===== src/rtl/tree_result_serializer_if.sv =====
// Result-word stream from the adder-tree serializer to its consumer.
// Valid/ready handshake; a word moves on an edge where both are high.
interface tree_result_serializer_if #(
  parameter int MAC_BW = 8
);
  logic                  out_valid;
  logic                  out_ready;
  logic [2*MAC_BW-1:0]   out_data;
  logic [3:0]            out_idx;
  logic                  out_last;

  modport master (
    output out_valid,
    output out_data,
    output out_idx,
    output out_last,
    input  out_ready
  );

  modport slave (
    input  out_valid,
    input  out_data,
    input  out_idx,
    input  out_last,
    output out_ready
  );
endinterface


===== src/rtl/tree_result_serializer.sv =====
// Captures one adder-tree level (16/4/1 words) mode+1 cycles after start and streams it out.
// Words hold while out_ready is low; back-to-back words with no bubble when ready stays high.
module tree_result_serializer #(
  parameter int MAC_BW = 8
) (
  input  logic                  clk,
  input  logic                  rst_n,
  input  logic                  start,
  input  logic [1:0]            mode,
  input  logic [2*MAC_BW-1:0]   in_l1 [16],
  input  logic [2*MAC_BW-1:0]   in_l2 [4],
  input  logic [2*MAC_BW-1:0]   in_l3,
  tree_result_serializer_if.master res,
  output logic                  busy,
  output logic                  err
);
  localparam int W = 2 * MAC_BW;

  typedef enum logic [1:0] {
    IDLE = 2'd0,
    WAIT = 2'd1,
    SEND = 2'd2
  } state_t;

  state_t        state;
  logic [1:0]    lvl;
  logic [1:0]    cnt;
  logic [W-1:0]  buffer [16];
  logic [3:0]    last_idx;
  logic [3:0]    idx_nxt;
  logic [W-1:0]  first_word;
  logic          capture;
  logic          xfer;

  assign capture = (state == WAIT) && (cnt == 2'd1);
  assign xfer    = (state == SEND) && res.out_valid && res.out_ready;
  assign idx_nxt = res.out_idx + 4'd1;

  always_comb begin
    last_idx   = 4'd0;
    first_word = in_l3;
    case (lvl)
      2'd0: begin
        last_idx   = 4'd15;
        first_word = in_l1[0];
      end
      2'd1: begin
        last_idx   = 4'd3;
        first_word = in_l2[0];
      end
      default: begin
        last_idx   = 4'd0;
        first_word = in_l3;
      end
    endcase
  end

  // Buffer contents are don't-care after reset, so it carries no reset.
  always_ff @(posedge clk) begin
    if (capture) begin
      case (lvl)
        2'd0: for (int i = 0; i < 16; i++) buffer[i] <= in_l1[i];
        2'd1: for (int i = 0; i < 4; i++)  buffer[i] <= in_l2[i];
        default: buffer[0] <= in_l3;
      endcase
    end
  end

  always_ff @(posedge clk or negedge rst_n) begin
    if (!rst_n) begin
      state         <= IDLE;
      lvl           <= 2'd0;
      cnt           <= 2'd0;
      busy          <= 1'b0;
      err           <= 1'b0;
      res.out_valid <= 1'b0;
      res.out_data  <= '0;
      res.out_idx   <= 4'd0;
      res.out_last  <= 1'b0;
    end else begin
      err <= 1'b0;
      case (state)
        IDLE: begin
          if (start) begin
            if (mode == 2'd3) begin
              err <= 1'b1;
            end else begin
              lvl   <= mode;
              cnt   <= mode + 2'd1;
              busy  <= 1'b1;
              state <= WAIT;
            end
          end
        end
        WAIT: begin
          err <= start;
          if (capture) begin
            // Word 0 goes straight from the tree so SEND starts with valid data.
            cnt           <= 2'd0;
            state         <= SEND;
            res.out_valid <= 1'b1;
            res.out_data  <= first_word;
            res.out_idx   <= 4'd0;
            res.out_last  <= (last_idx == 4'd0);
          end else begin
            cnt <= cnt - 2'd1;
          end
        end
        SEND: begin
          err <= start;
          if (xfer) begin
            if (res.out_last) begin
              state         <= IDLE;
              busy          <= 1'b0;
              res.out_valid <= 1'b0;
              res.out_data  <= '0;
              res.out_idx   <= 4'd0;
              res.out_last  <= 1'b0;
            end else begin
              res.out_idx  <= idx_nxt;
              res.out_data <= buffer[idx_nxt];
              res.out_last <= (idx_nxt == last_idx);
            end
          end
        end
        default: begin
          state <= IDLE;
          busy  <= 1'b0;
        end
      endcase
    end
  end
endmodule


===== src/flat_wrapper.sv =====
// flat-port wrapper written by rule: the top's interface ports become plain ports
module tree_result_serializer_flat 
#(
  parameter int MAC_BW = 8
)
  (clk, rst_n, start, mode, in_l1, in_l2, in_l3, busy, err, res_out_valid, res_out_data, res_out_idx, res_out_last, res_out_ready);
  tree_result_serializer_if #(.MAC_BW(MAC_BW)) res_i ();
  input  logic clk;
  input  logic rst_n;
  input  logic start;
  input  logic [1:0] mode;
  input  logic [2*MAC_BW-1:0] in_l1[16];
  input  logic [2*MAC_BW-1:0] in_l2[4];
  input  logic [2*MAC_BW-1:0] in_l3;
  output logic busy;
  output logic err;
  output wire logic [$bits(res_i.out_valid)-1:0] res_out_valid;
  output wire logic [$bits(res_i.out_data)-1:0] res_out_data;
  output wire logic [$bits(res_i.out_idx)-1:0] res_out_idx;
  output wire logic [$bits(res_i.out_last)-1:0] res_out_last;
  input wire logic [$bits(res_i.out_ready)-1:0] res_out_ready;
  assign res_out_valid = res_i.out_valid;
  assign res_out_data = res_i.out_data;
  assign res_out_idx = res_i.out_idx;
  assign res_out_last = res_i.out_last;
  assign res_i.out_ready = res_out_ready;
  tree_result_serializer #(.MAC_BW(MAC_BW)) u_core (.clk(clk), .rst_n(rst_n), .start(start), .mode(mode), .in_l1(in_l1), .in_l2(in_l2), .in_l3(in_l3), .res(res_i), .busy(busy), .err(err));
endmodule

===== config.mk =====
export PLATFORM = sky130hd
export DESIGN_NAME = tree_result_serializer_flat
export DESIGN_NICKNAME = d
export VERILOG_FILES = /design/src/rtl/tree_result_serializer_if.sv /design/src/rtl/tree_result_serializer.sv /design/src/flat_wrapper.sv
export SDC_FILE = /design/constraint.sdc
export NUM_CORES = 1
export LEC_CHECK = 0
export CAP_MARGIN = 30
export CORE_ASPECT_RATIO = 1.2
export CORE_MARGIN = 2
export CORE_UTILIZATION = 40
export CTS_CLUSTER_DIAMETER = 200
export CTS_CLUSTER_SIZE = 40
export DETAILED_ROUTE_END_ITERATION = 6
export PLACE_DENSITY = 0.73
export SETUP_SLACK_MARGIN = 0.2
export SLEW_MARGIN = 0
export SYNTH_ARGS = -nofsm -noshare
export SYNTH_HDL_FRONTEND = slang
export SYNTH_SLANG_ARGS = --single-unit

===== constraint.sdc =====
create_clock -name clk -period 23.1 [get_ports clk]
set_input_delay 4.62 -clock clk [delete_from_list [all_inputs] [get_ports clk]]
set_output_delay 4.62 -clock clk [all_outputs]
set_load 0.05 [all_outputs]

# After elaboration in Yosys (flattened, before gate mapping)
# Memories as Yosys holds them, arrays and structs flattened.
# Cells that the tools add are included.
dict set report op_classes {
  n_reduce_logical 16
  n_addsub 3
  n_eq_ne 11
  n_bitwise 7
  n_mux 48
}
# cell count
set op_table {}
lappend op_table {{16-bit 2-to-1 mux} 8}
lappend op_table {{16-bit one-hot mux with 2 select lines} 2}
lappend op_table {{1-bit 2-to-1 mux} 19}
lappend op_table {{2-bit 2-to-1 mux} 8}
lappend op_table {{4-bit one-hot mux with 2 select lines} 2}
lappend op_table {{4-bit 2-to-1 mux} 3}
lappend op_table {{5-bit AND reduction} 2}
lappend op_table {{3-bit AND reduction} 3}
lappend op_table {{2-bit by 1-bit == test with 1-bit output (second input constant)} 3}
lappend op_table {{2-bit by 1-bit inequality test with 1-bit output (second input constant)} 3}
lappend op_table {{1-bit one-hot mux with 2 select lines} 3}
lappend op_table {{2-bit one-hot mux with 3 select lines} 1}
lappend op_table {{1-bit bitwise OR} 5}
lappend op_table {{4-bit by 1-bit adder with 4-bit output (second input constant)} 1}
lappend op_table {{2-bit == test (second input constant)} 2}
lappend op_table {{4-bit == test} 1}
lappend op_table {{2-bit logical NOT} 2}
lappend op_table {{4-bit logical NOT} 1}
lappend op_table {{2-bit inequality test (second input constant)} 2}
lappend op_table {{2-bit one-hot mux with 2 select lines} 1}
lappend op_table {{4-bit AND reduction} 1}
lappend op_table {{2-bit nonzero test} 2}
lappend op_table {{2-bit OR reduction} 2}
lappend op_table {{1-bit logical AND} 3}
lappend op_table {{other kinds (4)} 5}
dict set report totals {
  elab_cells 95
  mem_count 1
  mem_bits_rw 256
  reg_bits 30
  in_bits 342
}
# memory depth width read_ports rd_clocked_by_memory_dff wr line
set memory_table {}
lappend memory_table {u_core.buffer 16 16 1 0 16 tree_result_serializer.sv:28} ;# logic [W-1:0] buffer [16];

# Logic depth before layout (Yosys ltp)
dict set report depth {
  word_depth 6
  mapped_depth 8
  depth_no_buf 7
}

# Worst setup path after synthesis
# Ideal clock, no wire load.
dict set report synth_path {
  kind {reg-to-reg}
  start {register u_core.lvl[0]}
  end {memory u_core.buffer[10][0] in the netlist's numbering (enable)}
  setup_ns 0.979
  setup_slack_ns 8.256
  path_buffers 2
  path_stages_with_launch 4
  arrival_time_ns 13.865
  path_cell_list {dfrtp_1 buf_2 buf_2 nor3_1}
}
# element line
set synth_lines {}
lappend synth_lines {{start, declared} tree_result_serializer.sv:26} ;# logic [1:0] lvl;
lappend synth_lines {{start signal, assigned} tree_result_serializer.sv:88} ;# lvl <= mode;
lappend synth_lines {{end, declared} tree_result_serializer.sv:28}

# Worst setup path after layout
dict set report layout_path {
  start {register u_core.res.out_idx[0]}
  end {output port res_out_idx[0]}
}
# element line
set layout_lines {}
lappend layout_lines {{start, declared} tree_result_serializer_if.sv:15} ;# output out_idx,
lappend layout_lines {{start signal, assigned} tree_result_serializer.sv:120} ;# res.out_idx <= idx_nxt;
lappend layout_lines {{end, declared} flat_wrapper.sv:19} ;# output wire logic [$bits(res_i.out_idx)-1:0] res_out_idx;
# No word-level cell between the ends.

==> flow_metrics.py <==
metrics = {
    "global_route": {
        "grt_first_pass_wirelength_um": 49900,
        "antenna_found_initial": 9,
        "grt_overflow": 0,
        "grt_max_degree": 83,
        "grt_pass1_vias": 8318,
        "grt_usage_pct": 20.8,
    },
    "floorplan": {
        "io_pins": 366,
        "die-area_mm2": 0.0326,
        "fp-row-count": 70,
        "initial_utilization_pct": 40.8,
        "dieWidth_um": 165,
        "core_region_area_mm2": 0.0306,
        "die_h_um": 197,
    },
    "setup_path": {
        "cp.required_ps": 18480,
        "arrival_ps": 2300,
        "cpLargestDelayFamily": "buffers and inverters",
        "start_kind": "flop",
        "path_buf_inv": 1,
        "path_cells": "clkdlybuf4s50_1",
        "max_stage_delay_ps": 920,
        "crit_fanout": 31,
        "slowest_stage": "clkdlybuf4s50_1",
        "critPathCaptureType": "output pin",
        "crit_type": "reg2out",
    },
    "timing": {
        "slew_violations": 0,
        "tns_ps": 0,
        "tightest_slew_ps": 924,
        "hold_violations": 0,
        "finalCritPeriodShare_pct": 29.9,
        "rsz0062_at_grt": "no",
        "setup_viol": 0,
        "hold_ws_ps": 514,
        "finalCriticalPeriod_ps": 6920,
        "fmax_mhz": 145,
        "skew_ps": 59.8,
        "relSlewSlack_pct": 38.2,
    },
    "drt": {
        "drc_errors": 0,
        "routed_wl_um": 34700,
        "antenna_left": 0,
        "via_per_inst": 5.22,
        "vias": 8014,
        "drt_iter0_drc": 555,
        "post_drt_wl_per_cell_um": 22.6,
        "first_pass_iters": 4,
    },
    "clock_tree": {
        "cts_sinks": 286,
        "cts_buffers": 11,
        "cts_resized": 0,
        "h-tree-depth": 1,
        "cts_setup_buffers": 0,
        "ctsHoldBuffers": 0,
        "cts_max_path_buffers": 3,
        "cts_tree": "yes",
        "clk_latency_ps": 500,
        "root_buffer": "clkbuf_16",
        "clk_pin_slew_worst_paths_ps": 150,
    },
    "synthesis": {
        "yosys_warnings": 0,
        "synthArstFlopShare_pct": 10.5,
        "syn_inst": 782,
        "avgSynthCellArea_um2": 15.9,
        "syn_nets": 1131,
        "synth-seq-cells": 286,
        "synth_ff_type": "edfxtp_1",
        "seq_area_frac_synth_pct": 67.7,
        "synth_edf_count": 256,
        "synthDistinctLibCells": 43,
        "syn_area_mm2": 0.0125,
    },
    "pwr": {
        "fin_total_pwr_mw": 1.30,
        "powerDensity_mw_per_mm2": 77.0,
        "ir_worst_vdd_mv": 0.0495,
        "p_leak_nw": 5.74,
    },
    "min_path": {
        "worstHoldPathType": "reg2reg",
    },
    "cells_and_area": {
        "final_net_count": 1477,
        "syn2layout_area_growth_pct": 35.9,
        "layout_commonest_cell": "clkdlybuf4s50_1",
        "stdcell_area_mm2": 0.0169,
        "final_cell_mix": "364 x clkdlybuf4s50_1, 256 x edfxtp_1, 95 x nand2_1",
        "final_core_util_pct": 55.4,
        "layout-drive-gt1-share_pct": 12.7,
    },
    "placed_design": {
        "dpl_cell_area_mm2": 0.0166,
        "port_buffers": 365,
        "dp_hpwl_um": 26200,
        "place.gp.congestion": 0.871,
    },
    "status": {
        "status": "finished clean",
    },
    "run": {
        "max_cap_violations": 0,
    },
}
## cells in the mapped netlist, types with 3 or more instances
library cell | instances | share of area (%)
o21ai_1 | 13 | 0.52
buf_2 | 22 | 0.88
mux2i_1 | 32 | 2.6
a221oi_1 | 13 | 0.91
buf_4 | 7 | 0.42
inv_1 | 7 | 0.21
or3_1 | 3 | 0.15
nand2_1 | 96 | 2.9
a21oi_1 | 13 | 0.52
dfrtp_1 | 30 | 6.0
a211oi_1 | 13 | 0.78
nand3_1 | 28 | 1.1
ha_1 | 7 | 0.70
edfxtp_1 | 256 | 62
nor2_1 | 10 | 0.30
mux2_2 | 52 | 4.7
mux4_2 | 51 | 9.2
clkbuf_1 | 13 | 0.39
and2_1 | 15 | 0.75
buf_1 | 3 | 0.090
o21ai_0 | 40 | 1.6
a22o_1 | 4 | 0.28
buf_6 | 4 | 0.36
nand2b_1 | 4 | 0.20
a31oi_1 | 13 | 0.65
a22oi_1 | 14 | 0.84
## state kept, by name, indices dropped and copies added, names as in the netlist
register              flops
u_core.buffer           256
u_core.res.out_data      16
u_core.res.out_idx        4
u_core.cnt                2
u_core.lvl                2
u_core.state              2
u_core.busy               1
u_core.err                1
u_core.res.out_last       1
u_core.res.out_valid      1
## power breakdown
group	switching, mW	leakage [nW]	internal, mW
clock network	0.156	0.153	0.0930
registers	0.0305	2.68	0.626
logic	0.222	2.91	0.176
total	0.409	5.74	0.895
## final cells by class
cell class              instances  area (um2)
well taps                     396         495
clock inverters                 1        30.0
repair buffers                382        3840
flip-flops and latches        286        8440
clock buffers                  16         294
diodes                          6        15.0
multi-input cells             440        3790
fillers                      2484       13600
inverters                       7        26.3
## kinds of logic (layout without fill, tap and decap cells)
kind of cell             Yosys count  after routing  synth area share, %
flip-flops                       286            286                 67.7
AND/OR/NAND/NOR                  166            166                 5.99
multiplexers                     135            135                 16.5
AO/OA/AOI/OAI                    129            129                 6.52
buffers and inverters             56            406                 2.36
adder cells (fa/ha/maj)            7              7                0.703
XOR/XNOR                           3              3                0.211
other                              0              6                    0
## per-layer routing
metal | part of all wire [%] | vias to the layer above | GRT usage (%)
met1 | 39 | 3936 | 26.1
met4 | 2.7 | 4 | 5.76
li1 | - | 3748 | -
met2 | 52 | 279 | 36.7
met5 | 0.081 | - | 0
met3 | 6.7 | 47 | 3.76
## per-stage QoR
step	std cells	setup slack, ps
after CTS	1527	16110
after detailed placement	1510	16140
after floorplan	782	8260
after global routing	1532	16050
after global placement	1507	16240
final	1534	16180
## worst paths after layout
check,cells past startpoint,slack (ps),start,endpoint
setup / recovery,1,16180,u_core.res.out_idx[0],res_out_idx[0]
hold / removal,1,510,u_core.cnt[0],u_core.cnt[0]
setup reg to reg,6,19760,u_core.res.out_idx[0],u_core.res.out_data[3]
hold reg to reg,1,510,u_core.cnt[0],u_core.cnt[0]
max in group asynchronous,1,18410,rst_n,u_core.res.out_idx[0]
min in group asynchronous,1,4150,rst_n,u_core.state[0]
Note: power is estimated with default switching activity, not from simulation.
